===== config.mk =====
export PLATFORM = sky130hd
export DESIGN_NAME = cga_palette_dac
export DESIGN_NICKNAME = d
export VERILOG_FILES = /design/src/rtl/cga_palette_pkg.sv /design/src/rtl/cga_palette_dac_palette_ram.sv /design/src/rtl/cga_palette_dac.sv
export SDC_FILE = /design/constraint.sdc
export NUM_CORES = 1
export LEC_CHECK = 0
export BUFFER_PORTS_ARGS = -buffer_cell sky130_fd_sc_hd__buf_2
export CORE_ASPECT_RATIO = 1.5
export CORE_MARGIN = 1.5
export CORE_UTILIZATION = 60
export CTS_BUF_LIST = sky130_fd_sc_hd__clkbuf_4 sky130_fd_sc_hd__clkbuf_8
export DETAILED_ROUTE_END_ITERATION = 8
export PLACE_DENSITY = 0.87
export SLEW_MARGIN = 5
export SYNTH_ARGS = -nofsm -noshare
export SYNTH_HDL_FRONTEND = slang
export SYNTH_SLANG_ARGS = --single-unit

===== constraint.sdc =====
create_clock -name clk -period 3.8 [get_ports clk]
set_input_delay 0.38 -clock clk [delete_from_list [all_inputs] [get_ports clk]]
set_output_delay 0.38 -clock clk [all_outputs]
set_load 0.05 [all_outputs]

===== src/rtl/cga_palette_pkg.sv =====
//==============================================================================
// Module : cga_palette_pkg
// Brief  : Shared constants, types and CGA default-colour helpers for the
//          programmable palette DAC.
// Rev    : 1.0  initial release
//==============================================================================
`default_nettype none

package cga_palette_pkg;

    localparam logic [1:0] ADDR_WIDX = 2'd0;
    localparam logic [1:0] ADDR_DATA = 2'd1;
    localparam logic [1:0] ADDR_RIDX = 2'd2;
    localparam logic [1:0] ADDR_MASK = 2'd3;

    typedef enum logic [1:0] {
        PH_R = 2'd0,
        PH_G = 2'd1,
        PH_B = 2'd2
    } phase_t;

    typedef enum logic [0:0] {
        ST_INIT = 1'b0,
        ST_RUN  = 1'b1
    } state_t;

    // Per-colour {R,G,B} levels, 2 bits each; entry 6 is brown (G at level 1).
    localparam logic [15:0][5:0] CGA_LEVELS = {
        6'b11_11_11,    // 15
        6'b11_11_01,    // 14
        6'b11_01_11,    // 13
        6'b11_01_01,    // 12
        6'b01_11_11,    // 11
        6'b01_11_01,    // 10
        6'b01_01_11,    // 9
        6'b01_01_01,    // 8
        6'b10_10_10,    // 7
        6'b10_01_00,    // 6
        6'b10_00_10,    // 5
        6'b10_00_00,    // 4
        6'b00_10_10,    // 3
        6'b00_10_00,    // 2
        6'b00_00_10,    // 1
        6'b00_00_00     // 0
    };

    // Level l maps to l*(2^ch_w-1)/3, exact for even channel widths.
    function automatic logic [7:0] level_value(input logic [1:0] lvl, input int ch_w);
        int full;
        full = (1 << ch_w) - 1;
        return 8'((int'(lvl) * full) / 3);
    endfunction

endpackage

`default_nettype wire


===== src/rtl/cga_palette_dac_palette_ram.sv =====
//==============================================================================
// Module : palette_ram
// Brief  : Palette storage, one write port and two synchronous read ports
//          (pixel, host) with read-before-write behaviour.
// Rev    : 1.0  initial release
//==============================================================================
`default_nettype none

module palette_ram #(
    parameter int ADDR_W = 4,
    parameter int DATA_W = 18
) (
    input  logic              clk,
    input  logic              we,
    input  logic [ADDR_W-1:0] waddr,
    input  logic [DATA_W-1:0] wdata,
    input  logic [ADDR_W-1:0] pix_addr,
    output logic [DATA_W-1:0] pix_data,
    input  logic [ADDR_W-1:0] host_addr,
    output logic [DATA_W-1:0] host_data
);

    logic [DATA_W-1:0] r_mem [2**ADDR_W];

    // Reads see the pre-write contents when addresses collide.
    always_ff @(posedge clk) begin
        if (we) begin
            r_mem[waddr] <= wdata;
        end
        pix_data  <= r_mem[pix_addr];
        host_data <= r_mem[host_addr];
    end

endmodule

`default_nettype wire


===== src/rtl/cga_palette_dac.sv =====
//==============================================================================
// Module : cga_palette_dac
// Brief  : Programmable palette DAC with VGA-DAC style host registers and
//          CGA default colours loaded after reset.
// Option : PALETTE_PIXEL_MASK_EN adds the pixel mask register at address 3.
// Rev    : 1.0  initial release
//==============================================================================
`default_nettype none

module cga_palette_dac
    import cga_palette_pkg::*;
#(
    parameter int IDX_W = 4,
    parameter int CH_W  = 6
) (
    input  logic             clk,
    input  logic             rst_n,
    input  logic [IDX_W-1:0] video,
    input  logic             blank,
    output logic [CH_W-1:0]  red,
    output logic [CH_W-1:0]  green,
    output logic [CH_W-1:0]  blue,
    input  logic [1:0]       bus_addr,
    input  logic             bus_we,
    input  logic             bus_re,
    input  logic [7:0]       bus_wdata,
    output logic [7:0]       bus_rdata,
    output logic             bus_rvalid,
    output logic             busy
);

    localparam int c_DATA_W = 3 * CH_W;

    state_t              r_state;
    state_t              w_state_nxt;
    logic [IDX_W-1:0]    r_init_cnt;

    logic [IDX_W-1:0]    r_wr_idx;
    logic [IDX_W-1:0]    r_rd_idx;
    phase_t              r_wr_phase;
    phase_t              r_rd_phase;
    logic [CH_W-1:0]     r_hold_r;
    logic [CH_W-1:0]     r_hold_g;

    logic                w_ram_we;
    logic [IDX_W-1:0]    w_ram_waddr;
    logic [c_DATA_W-1:0] w_ram_wdata;
    logic [c_DATA_W-1:0] w_pix_data;
    logic [c_DATA_W-1:0] w_host_data;
    logic [IDX_W-1:0]    w_pix_idx;

    logic [5:0]          w_def_lvl;
    logic [c_DATA_W-1:0] w_def_rgb;

    logic                w_run;
    logic                w_rd_fire;
    logic [7:0]          w_reg_rdata;
    logic [CH_W-1:0]     w_host_chan;

    logic                r_h1_valid;
    logic                r_h1_zero;
    logic [1:0]          r_h1_addr;
    phase_t              r_h1_phase;
    logic [7:0]          r_h1_reg;
    logic                r_blank1;

    logic                w_unused_bits;

    assign w_unused_bits = ^bus_wdata;
    assign w_run         = (r_state == ST_RUN);
    assign busy          = (r_state == ST_INIT);
    assign w_rd_fire     = bus_re && !bus_we;

`ifdef PALETTE_PIXEL_MASK_EN
    logic [IDX_W-1:0] r_mask;

    always_ff @(posedge clk) begin
        if (!rst_n) begin
            r_mask <= '1;
        end else if (w_run && bus_we && bus_addr == ADDR_MASK) begin
            r_mask <= bus_wdata[IDX_W-1:0];
        end
    end

    assign w_pix_idx = video & r_mask;
`else
    assign w_pix_idx = video;
`endif

    // ---------------- state machine ----------------
    always_ff @(posedge clk) begin
        if (!rst_n) begin
            r_state    <= ST_INIT;
            r_init_cnt <= '0;
        end else begin
            r_state <= w_state_nxt;
            if (r_state == ST_INIT) begin
                r_init_cnt <= r_init_cnt + 1'b1;
            end
        end
    end

    assign w_def_lvl = CGA_LEVELS[r_init_cnt[3:0]];
    assign w_def_rgb = {CH_W'(level_value(w_def_lvl[5:4], CH_W)),
                        CH_W'(level_value(w_def_lvl[3:2], CH_W)),
                        CH_W'(level_value(w_def_lvl[1:0], CH_W))};

    always_comb begin
        w_state_nxt = r_state;
        w_ram_we    = 1'b0;
        w_ram_waddr = r_wr_idx;
        w_ram_wdata = {r_hold_r, r_hold_g, bus_wdata[CH_W-1:0]};
        case (r_state)
            ST_INIT: begin
                w_ram_we    = 1'b1;
                w_ram_waddr = r_init_cnt;
                w_ram_wdata = w_def_rgb;
                if (r_init_cnt == {IDX_W{1'b1}}) begin
                    w_state_nxt = ST_RUN;
                end
            end
            ST_RUN: begin
                w_ram_we = bus_we && (bus_addr == ADDR_DATA) && (r_wr_phase == PH_B);
            end
            default: w_state_nxt = ST_INIT;
        endcase
    end

    // ---------------- host register file ----------------
    always_ff @(posedge clk) begin
        if (!rst_n) begin
            r_wr_idx   <= '0;
            r_rd_idx   <= '0;
            r_wr_phase <= PH_R;
            r_rd_phase <= PH_R;
            r_hold_r   <= '0;
            r_hold_g   <= '0;
        end else if (w_run) begin
            if (bus_we) begin
                case (bus_addr)
                    ADDR_WIDX: begin
                        r_wr_idx   <= bus_wdata[IDX_W-1:0];
                        r_wr_phase <= PH_R;
                    end
                    ADDR_DATA: begin
                        case (r_wr_phase)
                            PH_R: begin
                                r_hold_r   <= bus_wdata[CH_W-1:0];
                                r_wr_phase <= PH_G;
                            end
                            PH_G: begin
                                r_hold_g   <= bus_wdata[CH_W-1:0];
                                r_wr_phase <= PH_B;
                            end
                            default: begin
                                r_wr_idx   <= r_wr_idx + 1'b1;
                                r_wr_phase <= PH_R;
                            end
                        endcase
                    end
                    ADDR_RIDX: begin
                        r_rd_idx   <= bus_wdata[IDX_W-1:0];
                        r_rd_phase <= PH_R;
                    end
                    default: ;
                endcase
            end else if (bus_re && bus_addr == ADDR_DATA) begin
                case (r_rd_phase)
                    PH_R:    r_rd_phase <= PH_G;
                    PH_G:    r_rd_phase <= PH_B;
                    default: begin
                        r_rd_idx   <= r_rd_idx + 1'b1;
                        r_rd_phase <= PH_R;
                    end
                endcase
            end
        end
    end

    always_comb begin
        w_reg_rdata = 8'h00;
        case (bus_addr)
            ADDR_WIDX: w_reg_rdata = 8'(r_wr_idx);
            ADDR_RIDX: w_reg_rdata = 8'(r_rd_idx);
`ifdef PALETTE_PIXEL_MASK_EN
            ADDR_MASK: w_reg_rdata = 8'(r_mask);
`else
            ADDR_MASK: w_reg_rdata = 8'hFF;
`endif
            default:   w_reg_rdata = 8'h00;
        endcase
    end

    palette_ram #(
        .ADDR_W (IDX_W),
        .DATA_W (c_DATA_W)
    ) u_ram (
        .clk       (clk),
        .we        (w_ram_we),
        .waddr     (w_ram_waddr),
        .wdata     (w_ram_wdata),
        .pix_addr  (w_pix_idx),
        .pix_data  (w_pix_data),
        .host_addr (r_rd_idx),
        .host_data (w_host_data)
    );

    // ---------------- host read pipeline ----------------
    always_ff @(posedge clk) begin
        if (!rst_n) begin
            r_h1_valid <= 1'b0;
            r_h1_zero  <= 1'b0;
            r_h1_addr  <= ADDR_WIDX;
            r_h1_phase <= PH_R;
            r_h1_reg   <= 8'h00;
        end else begin
            r_h1_valid <= w_rd_fire;
            r_h1_zero  <= !w_run;
            r_h1_addr  <= bus_addr;
            r_h1_phase <= r_rd_phase;
            r_h1_reg   <= w_reg_rdata;
        end
    end

    always_comb begin
        w_host_chan = w_host_data[CH_W-1:0];
        case (r_h1_phase)
            PH_R:    w_host_chan = w_host_data[3*CH_W-1:2*CH_W];
            PH_G:    w_host_chan = w_host_data[2*CH_W-1:CH_W];
            default: w_host_chan = w_host_data[CH_W-1:0];
        endcase
    end

    always_ff @(posedge clk) begin
        if (!rst_n) begin
            bus_rdata  <= 8'h00;
            bus_rvalid <= 1'b0;
        end else begin
            bus_rvalid <= r_h1_valid;
            if (r_h1_valid) begin
                if (r_h1_zero) begin
                    bus_rdata <= 8'h00;
                end else if (r_h1_addr == ADDR_DATA) begin
                    bus_rdata <= 8'(w_host_chan);
                end else begin
                    bus_rdata <= r_h1_reg;
                end
            end
        end
    end

    // ---------------- pixel path ----------------
    // Blank is forced during initialisation so partly loaded palettes never show.
    always_ff @(posedge clk) begin
        if (!rst_n) begin
            r_blank1 <= 1'b1;
            red      <= '0;
            green    <= '0;
            blue     <= '0;
        end else begin
            r_blank1 <= blank || !w_run;
            if (r_blank1) begin
                red   <= '0;
                green <= '0;
                blue  <= '0;
            end else begin
                red   <= w_pix_data[3*CH_W-1:2*CH_W];
                green <= w_pix_data[2*CH_W-1:CH_W];
                blue  <= w_pix_data[CH_W-1:0];
            end
        end
    end

endmodule

`default_nettype wire


* Word level (Yosys, flattened, before mapping)
Memories as Yosys holds them, arrays and structs flattened. A register that Yosys moved wholly into a read port is not among the register bits.
Index checks and enable logic that the tools add are counted.
W data, S select, Z words.
** Word-level totals
- Logic and storage cells :: 93
- Output and inout port bits :: 28
- Memories kept :: 2
- Input port bits :: 19
- Register bits :: 71
- ROM bits :: 96
- RAM bits :: 288
** Operators by class
- Multiply operators :: 3
- Equal/unequal tests :: 12
- Muxes and demuxes :: 26
- $lt $le $gt $ge :: 1
- Divide/modulo/power cells :: 3
- $add $sub $neg :: 3
- Reduce and logical (&&, ||, !) cells :: 22
- Bitwise operators :: 2
** Memories
- u_ram.r_mem :: depth 16, width 18, read ports 2, clocked after memory_dff 2, wr ports 1, RTL line cga_palette_dac_palette_ram.sv:23 : logic [DATA_W-1:0] r_mem [2**ADDR_W];
- (no name shown) :: depth 16, width 6, read ports 1, clocked after memory_dff 1, wr ports 0, RTL line cga_palette_dac.sv:103 : assign w_def_lvl = CGA_LEVELS[r_init_cnt[3:0]];
** Operators by type and width (number)
- $div A32 B3 Y32 const B :: 3
- $mux W4 :: 8
- $mul A2 B6 Y8 const B :: 3
- $pmux W8 S3 :: 1
- $mux W18 :: 1
- $mux W8 :: 2
- $reduce_and A4 Y1 :: 4
- $add A4 B1 Y4 const B :: 3
- $pmux W2 S2 :: 3
- $pmux W6 S2 :: 1
- $eq A2 B1 Y1 const B :: 5
- $logic_not A2 Y1 :: 4
- $pmux W4 S2 :: 1
- $eq A2 B2 Y1 const B :: 3
- $mux W2 :: 3
- $mux W6 :: 1
- $reduce_and A3 Y1 :: 2
- $reduce_or A2 Y1 :: 3
- $lt A4 B5 Y1 const B :: 1
- $eq A4 B4 Y1 const B :: 1
- $logic_and A1 B1 Y1 :: 4
- $mux W1 :: 4
- $ne A2 B1 Y1 const B :: 2
- $reduce_bool A2 Y1 :: 2
- 5 further kinds :: 7

* Depth between registers and ports, before layout
- Word-level depth :: 6
- Mapped depth :: 9
- Depth with buffers taken out :: 9

* By module
From an unflattened synthesis, not the netlist that was laid out.
** Second synthesis, totals
- Cells, all modules :: 1072
- Area total of the unflattened synthesis :: 17673.2 µm²
** By module, submodules not included
- palette_ram :: area each 13877.1 µm², sequential area each 9369.0 µm², cells an instance 653, instances 1
- cga_palette_dac :: area each 3796.1 µm², sequential area each 1441.4 µm², cells an instance 419, instances 1

* Worst setup path before layout
Ideal clock, no wire load.
- Kind :: input to register
- Start point :: in bus_addr[1]
- End point :: mem u_ram.r_mem[0][0], enable pin
- Arrival time :: 2261 ps
- Stages :: 6
- Buffers on the path :: 2
- Setup slack :: 1146 ps
- Required time :: 3407 ps
- Cells stage by stage :: clkbuf_1 -> nand2b_1 -> buf_2 -> o31ai_2 -> o21ai_0 -> nor2_1
** Between the ends
- Word-level cells in the longest chain between the ends :: 6
** Ends and longest elaborated chain
- start: declaration :: RTL line cga_palette_dac.sv:23 : input logic [1:0] bus_addr,
- $eq A2 B1 Y1 :: RTL line cga_palette_dac.sv:123 : w_ram_we = bus_we && (bus_addr == ADDR_DATA) && (r_wr_phase == PH_B);
- $logic_and A1 B1 Y1 (2 in a row) :: RTL line cga_palette_dac.sv:123
- $pmux W1 S2 :: RTL line cga_palette_dac.sv:113 : case (r_state)
- $mux W1 :: RTL line cga_palette_dac_palette_ram.sv:27 : if (we) begin
- $mux W1 (implied by the code) :: RTL line cga_palette_dac_palette_ram.sv:28 : r_mem[waddr] <= wdata;
- end: declaration :: RTL line cga_palette_dac_palette_ram.sv:23
Every way passes these cells.

==> impl_metrics.csv <==
group,metric,value,unit
synthesis,synth-seq-cells,396,
setup_path,cp-start-kind,"register",
place,port-buffer-count,44,
route,wirelength,41.8,mm
setup_path,worstPathArrival,3.27,ns
setup_path,critPathMaxFanout,16,
sta,clock_skew,0.0187,ns
pwr,internal_power,0.00705,W
setup_path,crit_buf_inv,1,
synthesis,yosysTopAreaCell,"edfxtp_1",
setup_path,rr_worst_depth,5,
place,post-place-ws,0.797,ns
sta,relSlewSlack,16.5,%
setup_path,cp_slowest_cell,"a21oi_1",
finish,stdcell_count,1530,
floorplanning,dieArea,0.0303,sq mm
hold_path,worstHoldPathType,"input pin to register",
global_route,grt_pass1_vias,10100,
synthesis,synth_edf_count,288,
sta,fin_tns_setup,0,ns
pwr,power.total,0.00903,W
sta,fmax,327,MHz
pwr,p_leak,6.64,nW
run_status,outcome,"finished, final reports clean",
pwr,p_per_area,463,mW/mm^2
sta,tightest_slew,1.25,ns
route,num_vias,10200,
finish,fin_nets,1142,
setup_path,end_kind,"register",
pwr,switching_power,0.00198,W
sta,rsz0062_at_grt,"no",
pwr,combinationalPowerShare,6.7,%
clock_tree,clkTransAtPathRegs,0.07,ns
finish,fin_util,68.0,%
synthesis,synth_area_leaders,"edfxtp_1 49%, mux4_2 22%, dfxtp_1 12%",
pwr,seq_power_share,54.0,%
sta,setup_viol,0,
route,postRouteAntennaNets,0,
route,route.detailed.drc,0,
clock_tree,cts.sinks,396,
clock_tree,cts.htree.levels,2,
finish,fillCellCount,1799,
finish,multiInputGateArea,0.00630,sq mm
synthesis,syn_nets,1068,
finish,drive_above_1_share,32.7,%
finish,regArea,0.0108,sq mm
pwr,ir_drop,0.270,mV
hold_path,holdPathStages,2,
synthesis,ys_async_sr_fraction,0,%
synthesis,synth_seq_area_share,61.6,%
route,drt_iter0_drc,1295,
floorplanning,ios,47,
setup_path,crit_type,"register to register",
floorplanning,die_w,143,um
finish,num_antenna_cells,0,
sta,slew_viol_final,0,
global_route,grt-ovfl-total,0,
pwr,netSwitchingFraction,21.9,%
pwr,clock_power_share,39.2,%
clock_tree,cts_buffers,54,
synthesis,syn-instance-count,1020,
place,dp_hpwl,26.0,mm
route,routed_via_density,6.66,
floorplanning,rows,76,
synthesis,yosysUniqueCellTypes,58,
clock_tree,clock-root-buffer,"clkbuf_8",
synthesis,synthFlopType,"edfxtp_1",
finish,top_register,"u_ram.r_mem",
clock_tree,cts_tree,"yes",
synthesis,netlist.area_leader.share,49.3,%
synthesis,ys.warnings.count,0,
sta,setup_ws,0.742,ns
sta,period_share,80.5,%
synthesis,syn_area,0.0176,sq mm
sta,fin_crit,3.06,ns
setup_path,cp.depth,5,
finish,largest_register_ffs,288,
floorplanning,initial_core_util,61.1,%
route,wl_per_cell,27.3,um
global_route,grt_max_degree,73,
synthesis,syn_area_per_cell,17.2,sq um
floorplanning,fp.coreArea,0.0287,sq mm
setup_path,cp_cell_sequence,"inv_1 > ha_1 > mux2i_1 > and2_1 > a21oi_1",
run,drv_cap,0,
finish,syn_to_final_growth,11.2,%
setup_path,critPathTopFamily,"compound AO/OA/AOI/OAI gates",
finish,top_regs,"u_ram.r_mem (288), u_ram.host_data (18), u_ram.pix_data (18)",
place,place_congestion,0.827,
place,dp.cells,1427,
route,drt_first_pass_iters,5,
floorplanning,dieHeight,213,um
global_route,grt_pass1_wl,61.7,mm
setup_path,cp.required,4.02,ns
clock_tree,cts_setup_buffers,0,
sta,final_hold_viol_count,0,
global_route,antenna_found_initial,0,
clock_tree,cts_max_path_buffers,3,
global_route,track_usage,28.6,%
clock_tree,clock_latency,0.59,ns
setup_path,critical-path-max-stage-delay,0.96,ns
## cell usage in the layout, fill, tap and decap left out, types with 5 or more instances in the layout
cell type,Yosys,routed
dfxtp_1,108,106
nor2_2,0,16
nor2b_1,5,5
clkbuf_8,0,62
nand2_1,38,38
o21ai_0,26,26
clkinv_1,1,5
inv_1,37,37
clkbuf_4,0,22
a31oi_1,5,5
nand2b_1,11,11
buf_2,14,43
clkinv_2,0,9
nor3_1,12,12
mux4_1,12,12
ha_1,28,28
a21oi_1,39,39
edfxtp_1,288,288
buf_4,1,35
and2_1,25,25
mux4_2,168,168
mux2i_1,22,22
nor2_1,72,56
## path summary, 6_finish.rpt
path / from / to / slack [ns]
max: w_def_lvl[4]$_DFF_P_ / u_ram.r_mem[0][17]$_DFFE_PP_ / 0.74
min: bus_re / r_h1_valid$_SDFF_PN0_ / 0.07
max reg2reg: w_def_lvl[4]$_DFF_P_ / u_ram.r_mem[0][17]$_DFFE_PP_ / 0.74
min reg2reg: u_ram.pix_data[11]$_DFF_P_ / green[5]$_SDFF_PP0_ / 0.42
## power groups by stage
stage / combinational (W) / sequential (W) / clock [W]
after floorplan: 0.000400 / 0.00494 / 0
after CTS: 0.000602 / 0.00488 / 0.00357
after global placement: 0.000579 / 0.00495 / 0
final: 0.000605 / 0.00488 / 0.00354
after global routing: 0.000635 / 0.00489 / 0.00374
after detailed placement: 0.000596 / 0.00497 / 0
## worst reg2reg max path, delay by kind of cell (launching register included)
family,cells,cell delay [ns]
AO/OA/AOI/OAI,1,0.96
AND/OR/NAND/NOR,1,0.22
flip-flops,1,0.61
multiplexers,1,0.17
buffers and inverters,1,0.23
adder cells (fa/ha/maj),1,0.50
## metrics by stage
step                area, sq um  hold slack (ns)
floorplan                 17600            0.406
global placement          18300            0.408
detailed placement        18300            0.411
CTS                       19500           0.0421
global route              19500           0.0394
finish                    19500           0.0653
## synthesized netlist by cell type, types with 9 or more instances
| cell | number |
|---|---|
| o21ai_0 | 26 |
| mux4_1 | 12 |
| and2_1 | 25 |
| clkbuf_1 | 35 |
| mux2i_1 | 22 |
| ha_1 | 28 |
| nor3_1 | 12 |
| nor2_1 | 72 |
| a21oi_1 | 39 |
| nand2b_1 | 11 |
| inv_1 | 37 |
| dfxtp_1 | 108 |
| mux4_2 | 168 |
| edfxtp_1 | 288 |
| nand2_1 | 38 |
| buf_1 | 9 |
| buf_2 | 14 |
## timing repair
action / 4_1_cts / 5_1_grt
hold buffers: 1 / 0
hold endpoints to repair: 1 / 0
gates resized for setup: 0 / 0
setup endpoints to repair: 0 / 0
## kinds of logic after synthesis
group,Yosys count,synth area share (%)
AO/OA/AOI/OAI,97,3.38
buffers and inverters,103,2.78
AND/OR/NAND/NOR,186,5.18
XOR/XNOR,5,0.249
multiplexers,204,24.7
flip-flops,396,61.6
adder cells (fa/ha/maj),29,2.11
## metal layers
metal,vias up,part of all wire [%],global-route usage [%]
li1,4224,-,-
met1,5165,34,35.6
met2,677,53,49.7
met3,130,8.5,4.48
met4,0,4.5,12.4
met5,-,0,0
## final cells by class
type                            count  area share, %
Inverter                           38          0.731
Clock buffer                       84           5.22
Multi-Input combinational cell    521           32.3
Tap cell                          390           2.50
Timing Repair Buffer               83           2.91
Sequential cell                   396           55.4
Clock inverter                     18          0.968
No activity file was read; power rests on OpenSTA's default activity.
